<file path="src/rtl/instr_loader.sv">
// -----------------------------------------------------------------------------
// instr_loader
//
// Program-load stage in front of the non-pipelined MIPS core. It accepts a
// stream of instruction words over a valid/ready handshake and writes them to
// consecutive instruction-memory addresses, keeping the core in reset for the
// whole load. After the last write it holds reset for RESET_HOLD more cycles
// and then releases the core.
//
// Optional feature (compile-time macro INSTR_LOADER_VERIFY_EN):
//   After the last write, every loaded address is read back through the
//   core's combinational read port. The XOR of the read-back words must
//   match the XOR of the loaded words, or the loader enters ERROR. Without
//   the macro, read_instr_in is unused and LOAD goes straight to HOLD.
//
// Ports:
//   clock_in           system clock, rising edge
//   reset_in           asynchronous active-low reset
//   start_in           one-cycle pulse that begins a load
//   base_address_in    first write address, sampled on start
//   word_valid_in      source presents a word
//   word_in            instruction word
//   last_in            marks word_in as the final word
//   word_ready_out     loader accepts a word this cycle (combinational)
//   instrWrite_out     instruction-memory write enable
//   instr_address_out  instruction-memory address
//   instr_out          instruction-memory write data
//   read_instr_in      instruction-memory read data (verify only)
//   cpu_reset_out      1 holds the core in reset
//   busy_out           load or verify in progress
//   done_out           core released and running
//   error_out          overflow or verify mismatch
//   word_count_out     words written in the current/last load
// -----------------------------------------------------------------------------
module instr_loader #(
  parameter int ADDR_WIDTH  = 32,
  parameter int DATA_WIDTH  = 32,
  parameter int DEPTH_WORDS = 256,
  parameter int ADDR_STEP   = 4,
  parameter int RESET_HOLD  = 4,
  localparam int CNT_W      = $clog2(DEPTH_WORDS + 1)
) (
  input  logic                  clock_in,
  input  logic                  reset_in,
  input  logic                  start_in,
  input  logic [ADDR_WIDTH-1:0] base_address_in,
  input  logic                  word_valid_in,
  input  logic [DATA_WIDTH-1:0] word_in,
  input  logic                  last_in,
  output logic                  word_ready_out,
  output logic                  instrWrite_out,
  output logic [ADDR_WIDTH-1:0] instr_address_out,
  output logic [DATA_WIDTH-1:0] instr_out,
  input  logic [DATA_WIDTH-1:0] read_instr_in,
  output logic                  cpu_reset_out,
  output logic                  busy_out,
  output logic                  done_out,
  output logic                  error_out,
  output logic [CNT_W-1:0]      word_count_out
);

  localparam int HOLD_W = (RESET_HOLD > 1) ? $clog2(RESET_HOLD) : 1;
  localparam logic [HOLD_W-1:0]     HOLD_INIT = HOLD_W'((RESET_HOLD > 0) ? RESET_HOLD - 1 : 0);
  localparam logic [ADDR_WIDTH-1:0] STEP      = ADDR_WIDTH'(ADDR_STEP);
  localparam logic [CNT_W-1:0]      CNT_FULL  = CNT_W'(DEPTH_WORDS);

`ifdef INSTR_LOADER_VERIFY_EN
  typedef enum logic [2:0] {
    S_IDLE, S_LOAD, S_HOLD, S_RUN, S_ERROR, S_VERIFY
  } state_t;
`else
  typedef enum logic [2:0] {
    S_IDLE, S_LOAD, S_HOLD, S_RUN, S_ERROR
  } state_t;
`endif

  state_t                state;
  logic [ADDR_WIDTH-1:0] next_addr;   // address the next accepted word goes to
  logic [ADDR_WIDTH-1:0] base_addr;   // base captured on start
  logic [DATA_WIDTH-1:0] checksum;    // XOR of all words written this load
  logic [HOLD_W-1:0]     hold_cnt;
  logic                  handshake;

  assign word_ready_out = (state == S_LOAD);
  assign handshake      = word_valid_in & word_ready_out;

`ifdef INSTR_LOADER_VERIFY_EN
  logic [ADDR_WIDTH-1:0] ver_addr;    // next address to read back
  logic [CNT_W-1:0]      ver_left;    // read-back addresses still to issue
  logic                  ver_rd;      // read_instr_in belongs to an issued address
  logic [DATA_WIDTH-1:0] ver_sum;
  logic [DATA_WIDTH-1:0] ver_acc;

  // The read port is combinational, so the word for the address issued on the
  // previous edge is present on read_instr_in now.
  assign ver_acc = ver_sum ^ (ver_rd ? read_instr_in : '0);
`else
  logic unused_read_instr;
  assign unused_read_instr = ^read_instr_in;
`endif

  always_ff @(posedge clock_in or negedge reset_in) begin
    if (!reset_in) begin
      state             <= S_IDLE;
      cpu_reset_out     <= 1'b1;
      instrWrite_out    <= 1'b0;
      instr_address_out <= '0;
      instr_out         <= '0;
      busy_out          <= 1'b0;
      done_out          <= 1'b0;
      error_out         <= 1'b0;
      word_count_out    <= '0;
      next_addr         <= '0;
      base_addr         <= '0;
      checksum          <= '0;
      hold_cnt          <= '0;
`ifdef INSTR_LOADER_VERIFY_EN
      ver_addr          <= '0;
      ver_left          <= '0;
      ver_rd            <= 1'b0;
      ver_sum           <= '0;
`endif
    end else begin
      // Write strobe is a single-cycle pulse following each accepted word.
      instrWrite_out <= 1'b0;

      case (state)
        S_IDLE, S_RUN, S_ERROR: begin
          if (start_in) begin
            state          <= S_LOAD;
            next_addr      <= base_address_in;
            base_addr      <= base_address_in;
            word_count_out <= '0;
            checksum       <= '0;
            cpu_reset_out  <= 1'b1;
            busy_out       <= 1'b1;
            done_out       <= 1'b0;
            error_out      <= 1'b0;
          end
        end

        S_LOAD: begin
          if (handshake) begin
            if (word_count_out == CNT_FULL) begin
              // One word past the capacity: drop it and stop.
              state     <= S_ERROR;
              error_out <= 1'b1;
              busy_out  <= 1'b0;
            end else begin
              instrWrite_out    <= 1'b1;
              instr_address_out <= next_addr;
              instr_out         <= word_in;
              next_addr         <= next_addr + STEP;
              word_count_out    <= word_count_out + CNT_W'(1);
              checksum          <= checksum ^ word_in;
              if (last_in) begin
`ifdef INSTR_LOADER_VERIFY_EN
                state    <= S_VERIFY;
                ver_addr <= base_addr;
                ver_left <= word_count_out + CNT_W'(1);
                ver_rd   <= 1'b0;
                ver_sum  <= '0;
`else
                state    <= S_HOLD;
                hold_cnt <= HOLD_INIT;
`endif
              end
            end
          end
        end

`ifdef INSTR_LOADER_VERIFY_EN
        S_VERIFY: begin
          if (ver_left != '0) begin
            instr_address_out <= ver_addr;
            ver_addr          <= ver_addr + STEP;
            ver_left          <= ver_left - CNT_W'(1);
            ver_rd            <= 1'b1;
            ver_sum           <= ver_acc;
          end else if (ver_acc == checksum) begin
            state    <= S_HOLD;
            hold_cnt <= HOLD_INIT;
          end else begin
            state     <= S_ERROR;
            error_out <= 1'b1;
            busy_out  <= 1'b0;
          end
        end
`endif

        S_HOLD: begin
          // Release lands RESET_HOLD edges after the edge that entered HOLD.
          if (hold_cnt == '0) begin
            state         <= S_RUN;
            cpu_reset_out <= 1'b0;
            done_out      <= 1'b1;
            busy_out      <= 1'b0;
          end else begin
            hold_cnt <= hold_cnt - HOLD_W'(1);
          end
        end

        default: state <= S_IDLE;
      endcase
    end
  end

endmodule
</file>
<file path="config.mk">
export PLATFORM = sky130hd
export DESIGN_NAME = instr_loader
export DESIGN_NICKNAME = d
export VERILOG_FILES = /design/src/rtl/instr_loader.sv
export SDC_FILE = /design/constraint.sdc
export NUM_CORES = 1
export LEC_CHECK = 0
export BUFFER_PORTS_ARGS = -buffer_cell sky130_fd_sc_hd__buf_2
export CAP_MARGIN = 20
export CORE_MARGIN = 4
export CORE_UTILIZATION = 46
export CTS_CLUSTER_DIAMETER = 60
export DETAILED_ROUTE_END_ITERATION = 16
export HOLD_SLACK_MARGIN = 0.15
export PLACE_DENSITY = 0.86
export REMOVE_ABC_BUFFERS = 1
export SLEW_MARGIN = 20
export SYNTH_ARGS = -nofsm -noshare
export SYNTH_HDL_FRONTEND = slang
export SYNTH_SLANG_ARGS = --single-unit
</file>
<file path="constraint.sdc">
create_clock -name clock_in -period 1.6 [get_ports clock_in]
set_input_delay 0.08 -clock clock_in [delete_from_list [all_inputs] [get_ports clock_in]]
set_output_delay 0.08 -clock clock_in [all_outputs]
set_load 0.1 [all_outputs]
</file>
== Word level (Yosys, flattened, before mapping) ==
Cells that the tools add are included.
W data, S select, Z words.

* Reductions and logical operators: 14
* Eq/ne operators: 13
* Mux-type cells: 34
* Add/sub/neg operators: 3
* Bitwise operators: 2

{| class="wikitable"
|+ Operators by type and width
! operator !! count
|-
| $mux W32 || 3
|-
| $pmux W32 S2 || 1
|-
| $add A32 B3 Y32 const B || 1
|-
| $mux W9 || 3
|-
| $pmux W9 S2 || 1
|-
| $mux W3 || 5
|-
| $reduce_and A4 Y1 || 3
|-
| $mux W1 || 11
|-
| $ne A2 B2 Y1 const B || 5
|-
| $reduce_and A5 Y1 || 2
|-
| $add A9 B1 Y9 const B || 1
|-
| $eq A9 B9 Y1 const B || 1
|-
| $pmux W3 S3 || 1
|-
| $mux W2 || 4
|-
| $eq A3 B2 Y1 const B || 2
|-
| $pmux W1 S2 || 3
|-
| $reduce_and A3 Y1 || 2
|-
| $reduce_bool A2 Y1 || 3
|-
| $ne A2 B1 Y1 const B || 2
|-
| $pmux W2 S2 || 1
|-
| $eq A3 B1 Y1 const B || 1
|-
| $eq A3 B3 Y1 const B || 1
|-
| $logic_not A3 Y1 || 1
|-
| $ne A3 B2 Y1 const B || 1
|-
| other kinds (7) || 7
|}

* Bits of input ports: 101
* Word-level logic and storage cells: 77
* Register bits: 115

== Logic depth before layout (Yosys ltp) ==
Gate-level depths: netlist of the first run.

* Word-level depth: 4
* Depth in mapped cells: 10
* Mapped depth without buffers: 8

== Worst setup path after synthesis of the first run ==
Ideal clock, no wire load.

* Path type: reg-to-reg
* Start: reg word_count_out[0]
* End: reg next_addr[24]
* Slack: -0.928 ns
* Setup time: 0.126 ns
* Stages on the path, launching flop included: 9
* Data required time: 1.474 ns
* Arrival: 2.402 ns
* Buffers on the path: 1
* Clock period less this slack: 2.528 ns
* Cell sequence: dfrtp_1 inv_1 ha_1 and4bb_1 and2_1 buf_2 nor4_4 a31oi_1 o32a_1

* Longest elaborated chain between the ends: 3

{| class="wikitable"
|+ Ends and longest elaborated chain
! element !! line !! RTL
|-
| from (decl) || 59 || <nowiki>output logic [CNT_W-1:0] word_count_out</nowiki>
|-
| from (signal assigned) || 154 || <nowiki>word_count_out <= word_count_out + CNT_W'(1);</nowiki>
|-
| $eq A9 B9 Y1 || 144 || <nowiki>if (word_count_out == CNT_FULL) begin</nowiki>
|-
| $ne A2 B2 Y1 (no line) || - ||
|-
| $reduce_and A4 Y1 (no line) || - ||
|-
| to (signal assigned) || 131 || <nowiki>next_addr <= base_address_in;</nowiki>
|-
| to (signal assigned) || 153 || <nowiki>next_addr <= next_addr + STEP;</nowiki>
|-
| to (decl) || 78 || <nowiki>logic [ADDR_WIDTH-1:0] next_addr;</nowiki>
|}

Every way passes these cells.
A chain may end at the register's enable or synchronous reset.

== Worst setup path after layout of the first run ==
* Start: reg next_addr[18]
* End: reg next_addr[28]

* Longest elaborated chain between the ends: 4

{| class="wikitable"
|+ Ends and longest elaborated chain
! element !! line !! RTL
|-
| $add A32 B3 Y32 || 153 ||
|-
| $mux W32 || 144 ||
|-
| $mux W32 || 143 || <nowiki>if (handshake) begin</nowiki>
|-
| $pmux W32 S2 || 127 || <nowiki>case (state)</nowiki>
|}

Every way passes these cells. The select of a mux whose other input is x is not followed.

==> results of run 1 <==
registers in the layout (all words and copies together) (netlist names), 2 cells and up:
register,cells
instr_out,32
hold_cnt,2
instr_address_out,32
word_count_out,9
state,3
next_addr,32
cells by family (layout without fill, tap and decap cells):
family          Yosys count  count (layout)  share of synthesized area, %
mux                       3               3                         0.599
fa+ha+maj                 4               4                         0.922
xor+xnor                  7               7                          1.13
buf+inv                  48             420                          4.36
simple gates            328             328                          27.5
flops                   115             115                          53.1
compound gates          107             107                          12.4
synth_stat cells, types with 8 or more instances:
| cell | number | area [um^2] |
|---|---|---|
| a2bb2oi_1 | 10 | 87.6 |
| dfrtp_1 | 114 | 2850 |
| inv_1 | 9 | 33.8 |
| o21ai_0 | 23 | 115 |
| nand3_1 | 24 | 120 |
| buf_2 | 21 | 105 |
| and3_1 | 9 | 56.3 |
| o22ai_1 | 8 | 50.1 |
| nor2_1 | 27 | 101 |
| a21oi_1 | 36 | 180 |
| nand2_1 | 219 | 822 |
| nand4_1 | 11 | 68.8 |
final timing paths:
| check | start | end | cells past startpoint | slack [ps] |
|---|---|---|---|---|
| max | next_addr[18] | next_addr[28] | 7 | -440 |
| max reg2reg | next_addr[18] | next_addr[28] | 7 | -440 |
| min in group clock_in | word_valid_in | state[2] | 4 | 260 |
| max in group asynchronous | reset_in | cpu_reset_out | 3 | 860 |
| min | reset_in | instr_out[19] | 2 | 140 |
| min reg2reg | instr_out[15] | instr_out[15] | 2 | 470 |
stage by stage:
step	cell area (um^2)	setup slack, ps	util, %	hold slack [ps]
detailed placement	7020	-284	61.2	39.8
global placement	7020	-153	61.2	35.5
floorplan	5230	-1920	-	-216
finish	9940	-439	86.7	144
CTS	8770	-134	76.5	153
global route	9940	-454	86.7	195
routing by layer:
metal	GRT usage (%)	vias to the layer above	share of wire (%)
met5	0	-	0
met4	18.8	0	8.9
met3	7.98	263	13
met2	49.2	771	44
met1	38.7	3301	34
li1	-	2814	-
cell type report:
cell class	instances	area (um^2)
clock buffers	26	509
clock inverters	4	47.5
fillers	448	1520
inverters	11	56.3
multi-input cells	449	3050
flip-flops and latches	115	2880
well taps	143	179
repair buffers	378	3210
repair inverters	1	8.76
worst reg2reg max path, delay by kind of cell (launching register included):
family,cells,cell delay (ps)
DFF,1,450
AOI/OAI and AO/OA,1,90
and+or+nand+nor,4,1010
buffers and inverters,2,390
repair_timing:
| action | 4_1_cts | 5_1_grt |
|---|---|---|
| buffers inserted | 28 | 26 |
| pin swaps | 29 | 92 |
| gates cloned | 2 | 16 |
| endpoints found under the hold margin | 181 | 0 |
| hold buffers | 67 | 0 |
| gates resized for setup | 72 | 178 |
| endpoints found under the setup margin | 112 | 114 |
==> load_flow_metrics.sql, run 1 <==
INSERT INTO impl_metrics (metric_group, metric, value, unit) VALUES
('worst_hold_path', 'timing.hold.worst.class', 'in2async', ''),
('routing', 'drt_iter0_drc', '1122', ''),
('synth', 'ys_warn_count', '0', ''),
('global_routing', 'grt_max_degree', '46', ''),
('routing', 'vias_per_cell', '6.34', ''),
('floorplanning', 'io_pins', '180', ''),
('floorplanning', 'die_h', '117', 'um'),
('synth', 'dominantRegCellSynth', 'dfrtp_1', ''),
('synth', 'syn_inst', '612', ''),
('floorplanning', 'fp.dieArea', '13600', 'um^2'),
('synth', 'syn_area_per_cell', '8.87', 'um^2'),
('worst_setup_path', 'cpMostUsedCell', 'buf_4', ''),
('clock_tree', 'clkSinkCount', '115', ''),
('worst_setup_path', 'critPathSlowestCell', 'dfrtp_1', ''),
('sta', 'final_critical_delay_including_setup_and_external_delays', '2040', 'ps'),
('routing', 'drc_errors', '0', ''),
('sta', 'final_hold_viol_count', '0', ''),
('sta', 'skew', '12.4', 'ps'),
('flow_run', 'maxCapViolCount', '0', ''),
('sta', 'max_transition_viols_final', '0', ''),
('global_routing', 'grt_usage', '31.2', '%'),
('outcome', 'run_status', 'complete, but fails checks', ''),
('clock_tree', 'clock_insertion_delay_worst_skew', '420', 'ps'),
('cells_and_area', 'final_layout_size_suffix_gt1_share', '50.0', '%'),
('global_routing', 'grt_first_pass_wirelength', '32700', 'um'),
('synth', 'async_flop_share', '100', '%'),
('cells_and_area', 'layout_common_cells', '168 x nand2_1, 145 x buf_2, 113 x dfrtp_1, 106 x buf_4, 67 x dlygate4sd3_1', ''),
('worst_setup_path', 'worstPathRequired', '1930', 'ps'),
('floorplanning', 'initial_core_util', '47.3', '%'),
('worst_setup_path', 'crit_path_max_fanout', '4', ''),
('routing', 'pre_repair_dr_iteration_count', '6', ''),
('global_routing', 'grt_pass1_vias', '6304', ''),
('sta', 'max_slew_margin_vs_limit', '65.8', '%'),
('floorplanning', 'rows', '39', ''),
('clock_tree', 'htreeDepth', '4', ''),
('sta', 'achievable-frequency', '490', 'MHz'),
('routing', 'postRouteWirelength', '28800', 'um'),
('cells_and_area', 'final_nets', '1078', ''),
('global_routing', 'initial_antenna_violation_count', '0', ''),
('cells_and_area', 'area_delta_synth_final', '83.2', '%'),
('placed_design', 'dpl.hpwl', '10800', 'um'),
('worst_setup_path', 'end_kind', 'flip-flop', ''),
('worst_setup_path', 'worst_path_dominant_cell_family', 'simple AND/OR/NAND/NOR gates', ''),
('sta', 'rsz0062_at_grt', 'true', ''),
('placed_design', 'port_buffers', '147', ''),
('clock_tree', 'cts_tree', 'done', ''),
('sta', 'finalSetupTns', '-26330', 'ps'),
('worst_setup_path', 'critPathKind', 'reg2reg', ''),
('synth', 'synth.ff_latch_count', '115', ''),
('cells_and_area', 'num_antenna_cells', '0', ''),
('routing', 'via_count', '7149', ''),
('outcome', 'violations', 'negative setup slack', ''),
('synth', 'mappedNetlistArea', '5430', 'um^2'),
('cells_and_area', 'final-instance-count-excl-fill', '1127', ''),
('cells_and_area', 'layout_commonest_cell', 'nand2_1', ''),
('worst_setup_path', 'critPathLaunchType', 'flip-flop', ''),
('worst_setup_path', 'critical_path_arrival', '2370', 'ps'),
('sta', 'post-route-worst-setup-slack', '-439', 'ps'),
('clock_tree', 'worst_setup_hold_path_clk_slew', '60', 'ps'),
('sta', 'final_min_period_over_clock_period', '127', '%'),
('sta', 'final_setup_viols', '116', ''),
('clock_tree', 'cts.path.max_buffers', '2', ''),
('worst_setup_path', 'crit_chain', 'and4_4 -> nand3_4 -> buf_4 -> nor4_4 -> buf_4 -> a311oi_2 -> nor2_1', ''),
('synth', 'synth-seq-area-share', '53.1', '%'),
('clock_tree', 'cts.root.buffer_cell', 'clkbuf_16', ''),
('placed_design', 'post-place-cells', '962', ''),
('synth', 'number_of_enable_type_register_cells_in_the_synthesized_netlist', '0', ''),
('worst_setup_path', 'crit_path_max_incr_delay', '450', 'ps'),
('global_routing', 'grt_remaining_overflow', '0', ''),
('routing', 'route.antenna.remaining_nets', '0', ''),
('worst_setup_path', 'path_buf_inv', '2', ''),
('synth', 'yosys.cell_types.count', '59', ''),
('clock_tree', 'tritoncts_buffer_count', '17', ''),
('placed_design', 'routabilityCongestion', '0.912', ''),
('floorplanning', 'fp.coreArea', '11500', 'um^2'),
('routing', 'routed_wire_per_std_cell', '25.5', 'um'),
('sta', 'timing_worst_slew_pin_value', '517', 'ps'),
('floorplanning', 'die_width', '117', 'um');
Power of run 1 is not shown: default switching activity piles up to over one toggle a cycle in this logic, so the estimate is an artifact.
==> run 2: changes to the inputs <==
Settings changed: CORE_MARGIN 4 to 2.
==> load_flow_metrics.sql, run 2 (synthesis gave the netlist of run 1 again) <==
INSERT INTO impl_metrics (metric_group, metric, value, unit) VALUES
('outcome', 'run_status', 'complete, but fails checks', ''),
('outcome', 'violations', 'negative setup slack', ''),
('cells_and_area', 'top_regs', 'instr_address_out x32, instr_out x32, next_addr x32', ''),
('worst_setup_path', 'ff2ff_path_depth', '7', ''),
('global_routing', 'grt_usage', '32.4', '%'),
('worst_setup_path', 'reg2reg_slack', '-450', 'ps'),
('global_routing', 'initial_antenna_violation_count', '1', ''),
('sta', 'final_setup_viols', '115', ''),
('sta', 'post-route-worst-setup-slack', '-451', 'ps'),
('clock_tree', 'clkSinkCount', '115', ''),
('worst_setup_path', 'worst_setup_path_startpoint', 'next_addr[3]', ''),
('sta', 'final_critical_delay_including_setup_and_external_delays', '2050', 'ps'),
('worst_setup_path', 'worst_path_dominant_cell_family', 'simple AND/OR/NAND/NOR gates', ''),
('floorplanning', 'rows', '39', ''),
('cells_and_area', 'layout_commonest_cell', 'buf_2', ''),
('floorplanning', 'io_pins', '180', ''),
('worst_setup_path', 'critPathLaunchType', 'flip-flop', ''),
('floorplanning', 'die_width', '113', 'um'),
('sta', 'max_slew_margin_vs_limit', '65.2', '%'),
('worst_setup_path', 'path_buf_inv', '2', ''),
('cells_and_area', 'final-instance-count-excl-fill', '1123', ''),
('routing', 'vias_per_cell', '6.42', ''),
('sta', 'timing_worst_slew_pin_value', '526', 'ps'),
('clock_tree', 'tritoncts_buffer_count', '17', ''),
('sta', 'achievable-frequency', '488', 'MHz'),
('clock_tree', 'cts.path.max_buffers', '2', ''),
('routing', 'via_count', '7214', ''),
('flow_run', 'maxCapViolCount', '0', ''),
('floorplanning', 'fp.dieArea', '12700', 'um^2'),
('floorplanning', 'die_h', '113', 'um'),
('worst_setup_path', 'crit_path_max_fanout', '4', ''),
('placed_design', 'post-place-cells', '964', ''),
('clock_tree', 'cts_tree', 'done', ''),
('cells_and_area', 'layout_common_cells', '144 x buf_2, 122 x nand2_1, 113 x dfrtp_1, 90 x buf_4, 68 x dlygate4sd3_1', ''),
('placed_design', 'dpl.hpwl', '10600', 'um'),
('routing', 'drc_errors', '0', ''),
('placed_design', 'routabilityCongestion', '0.908', ''),
('worst_setup_path', 'rr_startpoint', 'next_addr[3]', ''),
('sta', 'rsz0062_at_grt', 'true', ''),
('global_routing', 'grt_first_pass_wirelength', '32200', 'um'),
('worst_setup_path', 'critPathSlowestCell', 'dfrtp_1', ''),
('cells_and_area', 'area_delta_synth_final', '88.0', '%'),
('placed_design', 'place_worst_setup_slack', '-290', 'ps'),
('worst_setup_path', 'critical_path.reg2reg.endpoint', 'next_addr[27]', ''),
('floorplanning', 'fp.coreArea', '11500', 'um^2'),
('worst_setup_path', 'critical_path_arrival', '2360', 'ps'),
('clock_tree', 'cts.root.buffer_cell', 'clkbuf_16', ''),
('worst_setup_path', 'end_kind', 'flip-flop', ''),
('worst_hold_path', 'timing.hold.worst.class', 'in2async', ''),
('clock_tree', 'worst_setup_hold_path_clk_slew', '60', 'ps'),
('clock_tree', 'htreeDepth', '4', ''),
('routing', 'routed_wire_per_std_cell', '25.6', 'um'),
('floorplanning', 'initial_core_util', '47.3', '%'),
('worst_setup_path', 'critPathKind', 'reg2reg', ''),
('worst_setup_path', 'crit_chain', 'buf_4 -> and4_4 -> and4_4 -> nor4b_1 -> buf_4 -> and3_1 -> nor3_2', ''),
('global_routing', 'grt_max_degree', '58', ''),
('routing', 'pre_repair_dr_iteration_count', '6', ''),
('worst_setup_path', 'timing.critical_path.to', 'next_addr[27]', ''),
('cells_and_area', 'final_nets', '1071', ''),
('cells_and_area', 'final_layout_size_suffix_gt1_share', '53.5', '%'),
('global_routing', 'grt_pass1_vias', '6315', ''),
('routing', 'drt_iter0_drc', '1093', ''),
('worst_setup_path', 'crit_path_max_incr_delay', '430', 'ps'),
('worst_setup_path', 'worstPathRequired', '1900', 'ps'),
('clock_tree', 'clock_insertion_delay_worst_skew', '420', 'ps'),
('worst_setup_path', 'crit_cells', '7', ''),
('routing', 'route.antenna.remaining_nets', '0', ''),
('sta', 'final_min_period_over_clock_period', '128', '%'),
('routing', 'postRouteWirelength', '28700', 'um'),
('sta', 'final_hold_viol_count', '0', ''),
('placed_design', 'port_buffers', '147', ''),
('sta', 'skew', '8.88', 'ps'),
('sta', 'max_transition_viols_final', '0', ''),
('global_routing', 'grt_remaining_overflow', '0', '');
-- run 2: metrics by stage --
stage	area, um^2	hold slack (ps)	utilization, %	TNS [ps]
finish	10200	185	89.0	-25130
global placement	7010	-109	61.1	-2630
detailed placement	7010	-109	61.1	-13700
floorplan	5230	-216	-	-159010
global route	10200	187	89.0	-25320
CTS	8740	160	76.2	-6120
-- run 2: worst reg2reg max path, cell delays in order (launching register included) --
cell and delay [ps]:
dfrtp_1 430, buf_4 150, and4_4 220, and4_4 290, nor4b_1 430, buf_4 210, and3_1 170, nor3_2 40
-- run 2: repair_timing --
item	4_1_cts	5_1_grt
gates cloned	3	16
hold buffers	68	0
pin swaps	24	103
resized for setup	73	249
endpoints found under the hold margin	182	0
endpoints found under the setup margin	112	112
setup buffers	15	31
-- run 2: metal layers --
layer | global-route usage [%] | wire length (um)
met5 | 0 | 0
met3 | 6.86 | 3420
met1 | 39.1 | 9490
met4 | 21.6 | 2440
met2 | 52.4 | 13400
-- run 2: worst min path at each step --
stage / startpoint / end / cells past startpoint / slack (ps)
after floorplan: reset_in / busy_out / 0 / -220
after global placement: reset_in / word_count_out[4] / 1 / -110
after detailed placement: reset_in / word_count_out[4] / 1 / -110
after CTS: word_valid_in / state[2] / 4 / 160
after global routing: reset_in / cpu_reset_out / 2 / 190
final: reset_in / cpu_reset_out / 2 / 180
-- run 2: area by class of cell --
type                       instances  area (um^2)
antenna                            1         2.50
clock buffer                      19          443
fill                             406         1260
clock inverter                    13          159
sequential                       115         2880
timing repair inverter             1         11.3
tap                              143          179
inverter                          11         66.3
timing repair buffer             370         3230
multi-input combinational        450         3230
Power of run 2 is left out for the same reason.
==> run 3: changes to the inputs <==
Settings changed: ABC_AREA set to 1, BUFFER_PORTS_ARGS -buffer_cell sky130_fd_sc_hd__buf_2 to -buffer_cell sky130_fd_sc_hd__clkbuf_2, CORE_UTILIZATION 46 to 47.
==> load_flow_metrics.sql, run 3 <==
INSERT INTO impl_metrics (metric_group, metric, value, unit) VALUES
('cells_and_area', 'num_antenna_cells', '0', ''),
('sta', 'achievable-frequency', '517', 'MHz'),
('cells_and_area', 'layout_common_cells', '307 x nand2_1, 145 x clkbuf_2, 114 x dfrtp_1, 69 x inv_1, 67 x dlygate4sd3_1', ''),
('global_routing', 'grt_usage', '27.1', '%'),
('synth', 'yosysMostFrequentCell', 'nand2_1', ''),
('floorplanning', 'initial_core_util', '47.8', '%'),
('cells_and_area', 'final_nets', '1196', ''),
('global_routing', 'grt_max_degree', '63', ''),
('floorplanning', 'fp.coreArea', '12500', 'um^2'),
('synth', 'async_flop_share', '100', '%'),
('sta', 'final_min_period_over_clock_period', '121', '%'),
('clock_tree', 'cts.root.buffer_cell', 'clkbuf_16', ''),
('worst_setup_path', 'critPathKind', 'reg2reg', ''),
('cells_and_area', 'count_of_filler_cells_inserted_in_the_layout', '761', ''),
('synth', 'synth_area_leader_cell', 'dfrtp_1', ''),
('floorplanning', 'io_pins', '180', ''),
('worst_setup_path', 'critPathLaunchType', 'flip-flop', ''),
('worst_setup_path', 'crit_path_max_fanout', '7', ''),
('worst_hold_path', 'timing.hold.worst.class', 'in2async', ''),
('worst_setup_path', 'critical_path.reg2reg.endpoint', 'next_addr[16]', ''),
('outcome', 'violations', 'negative setup slack', ''),
('synth', 'synth_top_cells_by_count', '347 x nand2_1, 114 x dfrtp_1, 73 x inv_1', ''),
('global_routing', 'grt_first_pass_wirelength', '28800', 'um'),
('clock_tree', 'cts_tree', 'done', ''),
('cells_and_area', 'top_regs', 'instr_address_out x32, instr_out x32, next_addr x32', ''),
('placed_design', 'dpl.hpwl', '10900', 'um'),
('worst_setup_path', 'crit_cells', '10', ''),
('clock_tree', 'tritoncts_buffer_count', '17', ''),
('worst_setup_path', 'worstPathRequired', '1950', 'ps'),
('synth', 'yosys.cell_types.count', '28', ''),
('floorplanning', 'fp.dieArea', '13600', 'um^2'),
('outcome', 'run_status', 'complete, but fails checks', ''),
('synth', 'netlist_top_cells_area', 'dfrtp_1 48%, nand2_1 22%, nand3_1 5.0%, o21ai_0 4.6%, inv_1 4.6%', ''),
('worst_setup_path', 'worst_path_dominant_cell_family', 'simple AND/OR/NAND/NOR gates', ''),
('synth', 'post_synth_and_or_nand_nor_area_fraction', '36.4', '%'),
('routing', 'routed_wire_per_std_cell', '18.5', 'um'),
('cells_and_area', 'final_layout_size_suffix_gt1_share', '33.6', '%'),
('floorplanning', 'die_h', '117', 'um'),
('sta', 'final_critical_delay_including_setup_and_external_delays', '1930', 'ps'),
('synth', 'synth_top_cell_area_share', '47.7', '%'),
('global_routing', 'grt_pass1_vias', '6144', ''),
('global_routing', 'grt_remaining_overflow', '0', ''),
('worst_setup_path', 'crit_path_max_incr_delay', '390', 'ps'),
('sta', 'skew', '6.94', 'ps'),
('synth', 'post_synth_fa_ha_maj_area_fraction', '0.837', '%'),
('floorplanning', 'die_width', '117', 'um'),
('routing', 'route.antenna.remaining_nets', '0', ''),
('clock_tree', 'htreeDepth', '4', ''),
('sta', 'post-route-worst-setup-slack', '-334', 'ps'),
('synth', 'dominantRegCellSynth', 'dfrtp_1', ''),
('synth', 'synth.ff_latch_count', '115', ''),
('synth', 'synth-seq-area-share', '48.1', '%'),
('synth', 'synth_xor_area_share', '1.02', '%'),
('placed_design', 'port_buffers', '147', ''),
('worst_setup_path', 'reg2reg_slack', '-330', 'ps'),
('routing', 'drt_iter0_drc', '1037', ''),
('global_routing', 'initial_antenna_violation_count', '0', ''),
('placed_design', 'place_worst_setup_slack', '-90.3', 'ps'),
('worst_setup_path', 'critical_path_arrival', '2280', 'ps'),
('sta', 'max_transition_viols_final', '0', ''),
('cells_and_area', 'area_delta_synth_final', '57.6', '%'),
('cells_and_area', 'multiInputGateArea', '3040', 'um^2'),
('worst_setup_path', 'worst_setup_path_startpoint', 'word_count_out[0]', ''),
('worst_setup_path', 'end_kind', 'flip-flop', ''),
('worst_setup_path', 'crit_chain', 'inv_2 -> ha_4 -> nand2_4 -> nor3_4 -> buf_6 -> nand3_4 -> nand3_4 -> buf_4 -> nand2_1 -> nand2_1', ''),
('synth', 'synth-compound-area-share', '5.69', '%'),
('clock_tree', 'clkSinkCount', '115', ''),
('sta', 'hold-worst-slack', '169', 'ps'),
('synth', 'syn_inst', '821', ''),
('floorplanning', 'rows', '41', ''),
('sta', 'rsz0062_at_grt', 'true', ''),
('clock_tree', 'cts.path.max_buffers', '2', ''),
('placed_design', 'routabilityCongestion', '0.865', ''),
('synth', 'number_of_enable_type_register_cells_in_the_synthesized_netlist', '0', ''),
('sta', 'final_hold_viol_count', '0', ''),
('flow_run', 'maxCapViolCount', '0', ''),
('routing', 'vias_per_cell', '5.60', ''),
('clock_tree', 'worst_setup_hold_path_clk_slew', '60', 'ps'),
('worst_setup_path', 'critPathSlowestCell', 'dfrtp_1', ''),
('synth', 'synth_mux_area_share', '0', '%'),
('sta', 'max_slew_margin_vs_limit', '62.0', '%'),
('cells_and_area', 'layout_commonest_cell', 'nand2_1', ''),
('routing', 'pre_repair_dr_iteration_count', '8', ''),
('cells_and_area', 'layout.area.seq', '2880', 'um^2'),
('synth', 'syn_area_per_cell', '7.29', 'um^2'),
('routing', 'via_count', '7143', ''),
('sta', 'final_setup_viols', '108', ''),
('worst_setup_path', 'ff2ff_path_depth', '10', ''),
('synth', 'mappedNetlistArea', '5980', 'um^2'),
('clock_tree', 'clock_insertion_delay_worst_skew', '430', 'ps'),
('worst_setup_path', 'path_buf_inv', '3', ''),
('worst_setup_path', 'rr_startpoint', 'word_count_out[0]', ''),
('routing', 'drc_errors', '0', ''),
('sta', 'timing_worst_slew_pin_value', '573', 'ps'),
('routing', 'postRouteWirelength', '23600', 'um'),
('synth', 'synth_top_family_by_area', 'simple AND/OR/NAND/NOR gates', ''),
('synth', 'ys_warn_count', '0', '');
## run 3: cell types whose count changed in the layout (fill, tap and decap cells not counted), moves of 23 or more
| cell | before | now |
|---|---|---|
| buf_4 | 90 | 34 |
| nand2_1 | 122 | 307 |
| clkbuf_2 | 0 | 145 |
| nand3_1 | 13 | 52 |
| buf_2 | 144 | 0 |
| nand2_2 | 58 | 22 |
| nor2_1 | 23 | 59 |
| buf_6 | 28 | 5 |
| inv_1 | 7 | 69 |
## run 3: worst max-delay path by stage
| stage | slack [ps] | to |
|---|---|---|
| after floorplan | -2120 | word_count_out[0] |
| after global placement | -30 | word_count_out[0] |
| after detailed placement | -90 | word_count_out[0] |
| after CTS | -50 | word_ready_out |
| after global routing | -380 | next_addr[16] |
| final | -330 | next_addr[16] |
## run 3: final cells by class
type	count	area share, %
flip-flops and latches	115	30.5
clock inverters	9	1.59
well taps	172	2.28
multi-input cells	601	32.3
repair buffers	279	24.9
inverters	77	3.13
clock buffers	22	5.24
## run 3: cells by family after synthesis
logic type | count (synthesis)
xor gates and xnor gates | 7
AOI/OAI and AO/OA | 68
DFF | 115
buffers and inverters | 105
adders and majority gates | 4
and+or+nand+nor | 522
## run 3: per-stage QoR
stage | std cells | utilization (%) | setup TNS [ps] | cell area (um^2)
floorplan | 793 | - | -194490 | 5800
global placement | 1149 | 57.0 | -140 | 7130
detailed placement | 1149 | 57.0 | -2090 | 7130
CTS | 1260 | 69.6 | -304 | 8720
global route | 1275 | 75.3 | -22520 | 9430
finish | 1275 | 75.3 | -12770 | 9430
## run 3: what timing repair did
action / in CTS / in global routing
gates resized for setup: 19 / 153
pin swaps: 5 / 27
hold buffers: 67 / 0
endpoints found under the setup margin: 72 / 111
hold endpoints to repair: 181 / 0
buffers inserted: 8 / 5
cloned: 5 / 12
## run 3: metal layers
metal / global-route usage (%) / up-vias / wire length (um)
met3: 6.64 / 179 / 2730
met5: 0 / - / 0
met1: 32.7 / 3270 / 8450
li1: - / 3095 / -
met4: 14.8 / 0 / 1660
met2: 44.9 / 599 / 10800
Power of run 3 is left out for the same reason.
